File: src/rtl/ws2812_bit_enc.sv
// ws2812_bit_enc
// Serialises single bits into the WS2812 one-wire pulse format. Each bit is
// a high phase followed by a low phase whose lengths depend on the bit value.
// Bits presented back to back produce a gapless waveform. An optional latch
// gap (a long low period) can be requested at the end of a frame.
//
// Optional feature macro: WS2812_LATCH_GAP_EN
//   defined   : frame_end_i requests a T_RST-cycle latch gap (RST state),
//               ending with a rst_done_o pulse.
//   undefined : frame_end_i is ignored, RST is never entered and
//               rst_done_o is tied to 0.
//
// Ports
//   clk_i        in   single clock, rising edge
//   rst_n_i      in   asynchronous active-low reset
//   bit_data_i   in   bit value to encode (sampled only on acceptance)
//   bit_valid_i  in   bit_data_i is valid
//   bit_ready_o  out  encoder can accept a bit this cycle
//   frame_end_i  in   request a latch gap after the current bit
//   wave_o       out  registered serial line to the LED chain
//   bit_done_o   out  pulse on the last cycle of each bit
//   rst_done_o   out  pulse on the last cycle of a latch gap
//   busy_o       out  high whenever the encoder is not idle
module ws2812_bit_enc #(
    parameter int CNT_WIDTH = 12,
    parameter int T0H       = 16,
    parameter int T0L       = 34,
    parameter int T1H       = 32,
    parameter int T1L       = 18,
    parameter int T_RST     = 2000
) (
    input  logic clk_i,
    input  logic rst_n_i,
    input  logic bit_data_i,
    input  logic bit_valid_i,
    output logic bit_ready_o,
    input  logic frame_end_i,
    output logic wave_o,
    output logic bit_done_o,
    output logic rst_done_o,
    output logic busy_o
);

    typedef enum logic [1:0] {
        IDLE,
        HIGH,
        LOW,
        RST
    } state_t;

    // Counter reload values: a phase of N cycles counts N-1 down to 0.
    localparam logic [CNT_WIDTH-1:0] LOAD_T0H = CNT_WIDTH'(T0H - 1);
    localparam logic [CNT_WIDTH-1:0] LOAD_T0L = CNT_WIDTH'(T0L - 1);
    localparam logic [CNT_WIDTH-1:0] LOAD_T1H = CNT_WIDTH'(T1H - 1);
    localparam logic [CNT_WIDTH-1:0] LOAD_T1L = CNT_WIDTH'(T1L - 1);
    localparam logic [CNT_WIDTH-1:0] LOAD_RST = CNT_WIDTH'(T_RST - 1);

    state_t               state;
    state_t               state_next;
    logic [CNT_WIDTH-1:0] cnt;
    logic [CNT_WIDTH-1:0] cnt_next;
    logic                 bit_q;
    logic                 cnt_zero;
    logic                 accept;
    logic                 gap_req;

    assign cnt_zero = (cnt == '0);
    assign accept   = bit_valid_i && bit_ready_o;

`ifdef WS2812_LATCH_GAP_EN
    assign gap_req = frame_end_i;
`else
    // Without the latch gap the request line and gap length have no effect.
    logic unused_gap;
    assign gap_req    = 1'b0;
    assign unused_gap = ^{frame_end_i, LOAD_RST};
`endif

    // State register. wave_o is registered from the next state so the line
    // rises exactly one cycle after acceptance and is glitch free.
    always_ff @(posedge clk_i or negedge rst_n_i) begin
        if (!rst_n_i) begin
            state  <= IDLE;
            cnt    <= '0;
            bit_q  <= 1'b0;
            wave_o <= 1'b0;
        end else begin
            state  <= state_next;
            cnt    <= cnt_next;
            wave_o <= (state_next == HIGH);
            if (accept) begin
                bit_q <= bit_data_i;
            end
        end
    end

    // Next-state and counter logic.
    always_comb begin
        state_next = state;
        cnt_next   = cnt;
        case (state)
            IDLE: begin
                // A waiting bit wins over a latch request.
                if (accept) begin
                    state_next = HIGH;
                    cnt_next   = bit_data_i ? LOAD_T1H : LOAD_T0H;
                end else if (gap_req) begin
                    state_next = RST;
                    cnt_next   = LOAD_RST;
                end
            end
            HIGH: begin
                if (cnt_zero) begin
                    state_next = LOW;
                    cnt_next   = bit_q ? LOAD_T1L : LOAD_T0L;
                end else begin
                    cnt_next = cnt - 1'b1;
                end
            end
            LOW: begin
                // The last low cycle doubles as the acceptance slot for the
                // next bit, which keeps consecutive bits gapless.
                if (cnt_zero) begin
                    if (accept) begin
                        state_next = HIGH;
                        cnt_next   = bit_data_i ? LOAD_T1H : LOAD_T0H;
                    end else if (gap_req) begin
                        state_next = RST;
                        cnt_next   = LOAD_RST;
                    end else begin
                        state_next = IDLE;
                    end
                end else begin
                    cnt_next = cnt - 1'b1;
                end
            end
            RST: begin
                if (cnt_zero) begin
                    state_next = IDLE;
                end else begin
                    cnt_next = cnt - 1'b1;
                end
            end
            default: begin
                state_next = IDLE;
                cnt_next   = '0;
            end
        endcase
    end

    // Moore outputs decoded from state and counter.
    always_comb begin
        bit_ready_o = (state == IDLE) || ((state == LOW) && cnt_zero);
        bit_done_o  = (state == LOW) && cnt_zero;
        busy_o      = (state != IDLE);
`ifdef WS2812_LATCH_GAP_EN
        rst_done_o  = (state == RST) && cnt_zero;
`else
        rst_done_o  = 1'b0;
`endif
    end

endmodule

File: config.mk
export PLATFORM = sky130hd
export DESIGN_NAME = ws2812_bit_enc
export DESIGN_NICKNAME = d
export VERILOG_FILES = /design/src/rtl/ws2812_bit_enc.sv
export SDC_FILE = /design/constraint.sdc
export NUM_CORES = 1
export LEC_CHECK = 0
export ABC_AREA = 1
export CAP_MARGIN = 10
export CORE_MARGIN = 2
export CORE_UTILIZATION = 60
export DETAILED_ROUTE_END_ITERATION = 12
export GPL_TIMING_DRIVEN = 1
export PLACE_DENSITY_LB_ADDON = 0.08
export SLEW_MARGIN = 40
export SYNTH_ARGS = -nofsm -noshare
export SYNTH_HDL_FRONTEND = slang
export SYNTH_SLANG_ARGS = --single-unit
File: constraint.sdc
create_clock -name clk_i -period 3.9 [get_ports clk_i]
set_clock_uncertainty 0.05 [all_clocks]
set_input_delay 0.39 -clock clk_i [delete_from_list [all_inputs] [get_ports clk_i]]
set_output_delay 0.39 -clock clk_i [all_outputs]
set_load 0.03 [all_outputs]
Yosys cells after proc, flatten, opt, wreduce, memory -nomap -nowiden
Index checks and enable logic that the tools add are counted.
{"block": "op_classes", "muxes": 13, "reduce_logical": 6, "n_eq_ne": 5, "addsub": 1}
{"cell": "12-bit 2-to-1 mux", "count": 4}
{"cell": "12-bit one-hot mux with 4 select lines", "count": 1}
{"cell": "12-bit zero test", "count": 1}
{"cell": "12-bit by 1-bit subtractor with 12-bit output, second input constant", "count": 1}
{"cell": "2-bit 2-to-1 mux", "count": 4}
{"cell": "2-bit one-hot mux with 4 select lines", "count": 1}
{"cell": "6-bit 2-to-1 mux", "count": 1}
{"cell": "5-bit 2-to-1 mux", "count": 1}
{"cell": "2-bit by 1-bit equality test with 1-bit output, second input constant", "count": 2}
{"cell": "2-bit equality test, second input constant", "count": 2}
{"cell": "1-bit logical AND", "count": 2}
{"cell": "2-bit zero test", "count": 1}
{"cell": "2-bit != test, second input constant", "count": 1}
{"cell": "2-bit nonzero test", "count": 1}
{"cell": "1-bit logical OR", "count": 1}
{"cell": "1-bit 2-to-1 mux", "count": 1}
{"block": "word_totals", "inputBits": 5, "word_cells": 29, "register_bits": 16, "out_inout_bits": 5}

Longest topological paths before layout
{"block": "depth", "word_depth": 8, "mapped_depth": 12, "ltp_nobuf": 12}

Worst setup path after synthesis
Ideal clock, no wire load.
{"block": "synth_path", "path_kind": "reg2out", "start": "register cnt[0]", "end": "output bit_done_o", "path_slack_ns": 1.738, "arrival_time_ns": 1.722, "path_buffers": 0, "stages_incl_launch_ff": 7, "cell_sequence": "dfrtp_1 -> inv_2 -> ha_1 -> nand2_4 -> nor2_8 -> nand2_8 -> nor3_1"}
{"block": "synth_via", "elab_chain_len": 2}
{"element": "start, declared", "line_no": "60", "rtl": "logic [CNT_WIDTH-1:0] cnt;"}
{"element": "start signal, assigned", "line_no": "89", "rtl": "cnt <= cnt_next;"}
{"element": "12-bit zero test", "line_no": "67", "rtl": "assign cnt_zero = (cnt == '0);"}
{"element": "1-bit logical AND", "line_no": "154", "rtl": "bit_done_o = (state == LOW) && cnt_zero;"}
{"element": "end, declared", "line_no": "39", "rtl": "output logic bit_done_o,"}
No other way between the ends.

Worst setup path after layout
{"block": "layout_path", "start": "register cnt[0]", "end": "output bit_ready_o"}
{"block": "layout_via", "elab_chain_len": 3}
{"element": "12-bit zero test", "line_no": "67"}
{"element": "1-bit logical AND", "line_no": "153", "rtl": "bit_ready_o = (state == IDLE) || ((state == LOW) && cnt_zero);"}
{"element": "1-bit logical OR", "line_no": "153"}
{"element": "end, declared", "line_no": "36", "rtl": "output logic bit_ready_o,"}
No other way between the ends.

==> metrics.txt <==
share of layout cells above drive strength 1 19.14%; TritonCTS clock tree done; clk slew on worst S/H paths 0.10 ns; Worst-Skew Late Latency 0.29 ns; Initial Utilization 64.66%; syn nets 157; average routed wire per standard cell 12.04 um; DR DRC count 0; root buffer cell clkbuf_4; CTS Buffer Depth 2; final hold viol count 0; Post-Synth Adder-Cell Area 1.109%; fin nets 169; post-synthesis sequential area ratio 35.48%; Final Setup Violations 0; VDD IR max 0.0001959 V; Gate Count Post-Synth 151; initial antenna violation count 0; worst min path class flip-flop to flip-flop; xor/xnor share of the synthesized area 2.328%; Post-Route Setup TNS 0 ns; WL met1 1031 um; post-CTS resize count 0; Design Area, Final 0.001264 mm^2; # H-tree levels 1; Post-synth EDFFs 0; vias in the first global route 880; Final Max Slew Viols 0; CP endpoint kind output pin; CP Max Fanout 8; input/output buffers 7; largest net degree at the start of global routing 17; Crit Path Class flip-flop to output pin; Synth Flop Type dfrtp_1; Area Overhead vs Synth 11.97%; vias 997; Yosys Warn Count 0; Initial DRT Pass Iterations 4; CTS sink count 16; syn_area_per_cell 7.474 um^2; setup bufs post-CTS 0; CTS buffer count 3; data arrival time of the critical path 2.35 ns; Synth area leader dfrtp_1; Fmax 358.4 MHz; total power 0.2869 mW; DRT iter0 DRCs 30; Post-Route Utilization 72.40%; number of nets with antenna violations after routing 0; Vias/cell 5.332; Routability Congestion 0.8841; post-DP HPWL 1798 um; largest family of logic cells by synthesized area simple AND/OR/NAND/NOR gates; hold_ws 0.4604 ns; simple-gate share of the synthesized area 48.12%; fraction of registers with async set/reset 100.0%; global-route wire length before repair 3788 um; Die Width 47.37 um; main area contributors after synthesis dfrtp_1, nand2_1, nand3_1, nor2_1, nand2_4; standard-cell row count 15; status complete, no violations; total die area 0.002244 mm^2; die height 47.37 um; synthesized flop and latch total 16; pwr dens 227.0 mW/mm^2; Top Metal Used met4; crit path time final 2.790 ns; Critical Path RT 3.46 ns; Syn Std Cell Area 0.001129 mm^2; max-cap viol count 0; mux cell area share after synthesis 0%; Commonest cells post-synth nand2_1, nand3_1, dfrtp_1, nor2_1, inv_1; post-synth cell types 27; io pins 10; Setup crit start kind flip-flop; Post-DP Area 0.001222 mm^2; met2 WL 1102 um; met3 routed WL 77 um; area fraction of the dominant cell type after synthesis 35.48%; RSZ-0062 raised after global routing no; count leader, synth nand2_1; synthesized-area fraction occupied by ao, oa, aoi and oai cells 5.543%; diode count 0; period utilisation layout 71.55%; leakage power 0.6532 nW; drt total wl 2251 um; CORE AREA 0.001745 mm^2; Tot GR Track Use 24.43%; total grt overflow 0
[layer usage]
| metal | track usage (%) | vias to the layer above |
|---|---|---|
| li1 | - | 507 |
| met1 | 32.86 | 466 |
| met2 | 40.00 | 19 |
| met3 | 2.308 | 5 |
| met4 | 10.00 | 0 |
| met5 | 0 | - |
[per-stage QoR]
stage	instances	setup slack, ns
final	187	1.110
after CTS	186	1.108
after floorplan	151	1.738
after global routing	187	0.9865
after global placement	182	1.458
after detailed placement	182	1.446
[final timing paths]
path                               startpoint            endpoint  slack, ns  cells after the start
max                        cnt[0]$_DFFE_PN0P_         bit_ready_o       1.11                      9
min                        cnt[9]$_DFFE_PN0P_  cnt[9]$_DFFE_PN0P_       0.46                      2
max reg2reg                cnt[0]$_DFFE_PN0P_  cnt[9]$_DFFE_PN0P_       2.10                     11
min reg2reg                cnt[9]$_DFFE_PN0P_  cnt[9]$_DFFE_PN0P_       0.46                      2
max in group asynchronous             rst_n_i   bit_q$_DFFE_PN0P_       3.05                      2
min in group asynchronous             rst_n_i  cnt[9]$_DFFE_PN0P_       0.48                      2
[worst max-delay path: stages, from the launching register on]
cell and delay [ns]:
dfrtp_1 0.38, inv_2 0.10, ha_1 0.29, nand2_4 0.11
nor2_8 0.19, nand2_8 0.11, nand2_8 0.10, nand2_4 0.06
clkinv_4 0.06, clkdlybuf4s50_1 0.66
[cells in the final DEF, fill, tap and decap left out, drive strengths merged]
master and count:
a21oi 4, ha 1, clkbuf 4, or2 1
inv 17, or3 1, buf 1, conb 1
o21bai 1, nand2 54, xor2 2, xnor2 1
nor2 20, clkinv 1, o21ai 7, nor3 1
clkdlybuf4s50 6, nand3 19, dfrtp 16, dlygate4sd3 1
nand4 3
[repair_timing]
item                                   4_1_cts  5_1_grt
hold buffers                                 0        1
setup endpoints to repair                    0        0
endpoints found under the hold margin        0       16
[area by class of cell]
class / instances / area, um^2
Multi-Input combinational cell: 116 / 648.1
Fill cell: 144 / 481.7
Sequential cell: 16 / 400.4
Timing Repair Buffer: 8 / 75.07
Inverter: 18 / 72.57
Clock buffer: 4 / 36.28
Tap cell: 25 / 31.28
[state kept, by name (all words and copies together), names as in the netlist]
signal / cells
bit_q: 1
cnt: 12
state: 2
wave_o: 1
[kinds of logic after synthesis]
kind of cell | count (synthesis)
other | 1
and+or+nand+nor | 99
xor gates and xnor gates | 3
adders and majority gates | 1
AOI/OAI and AO/OA | 12
DFF | 16
buffers and inverters | 19
[where the power goes]
group	total (mW)	switching, mW	internal, mW
sequential	0.166	0	0.166
combinational	0.00894	0.00607	0.00287
clock	0.112	0.0553	0.0569
Power figures use the tool's default switching activity.
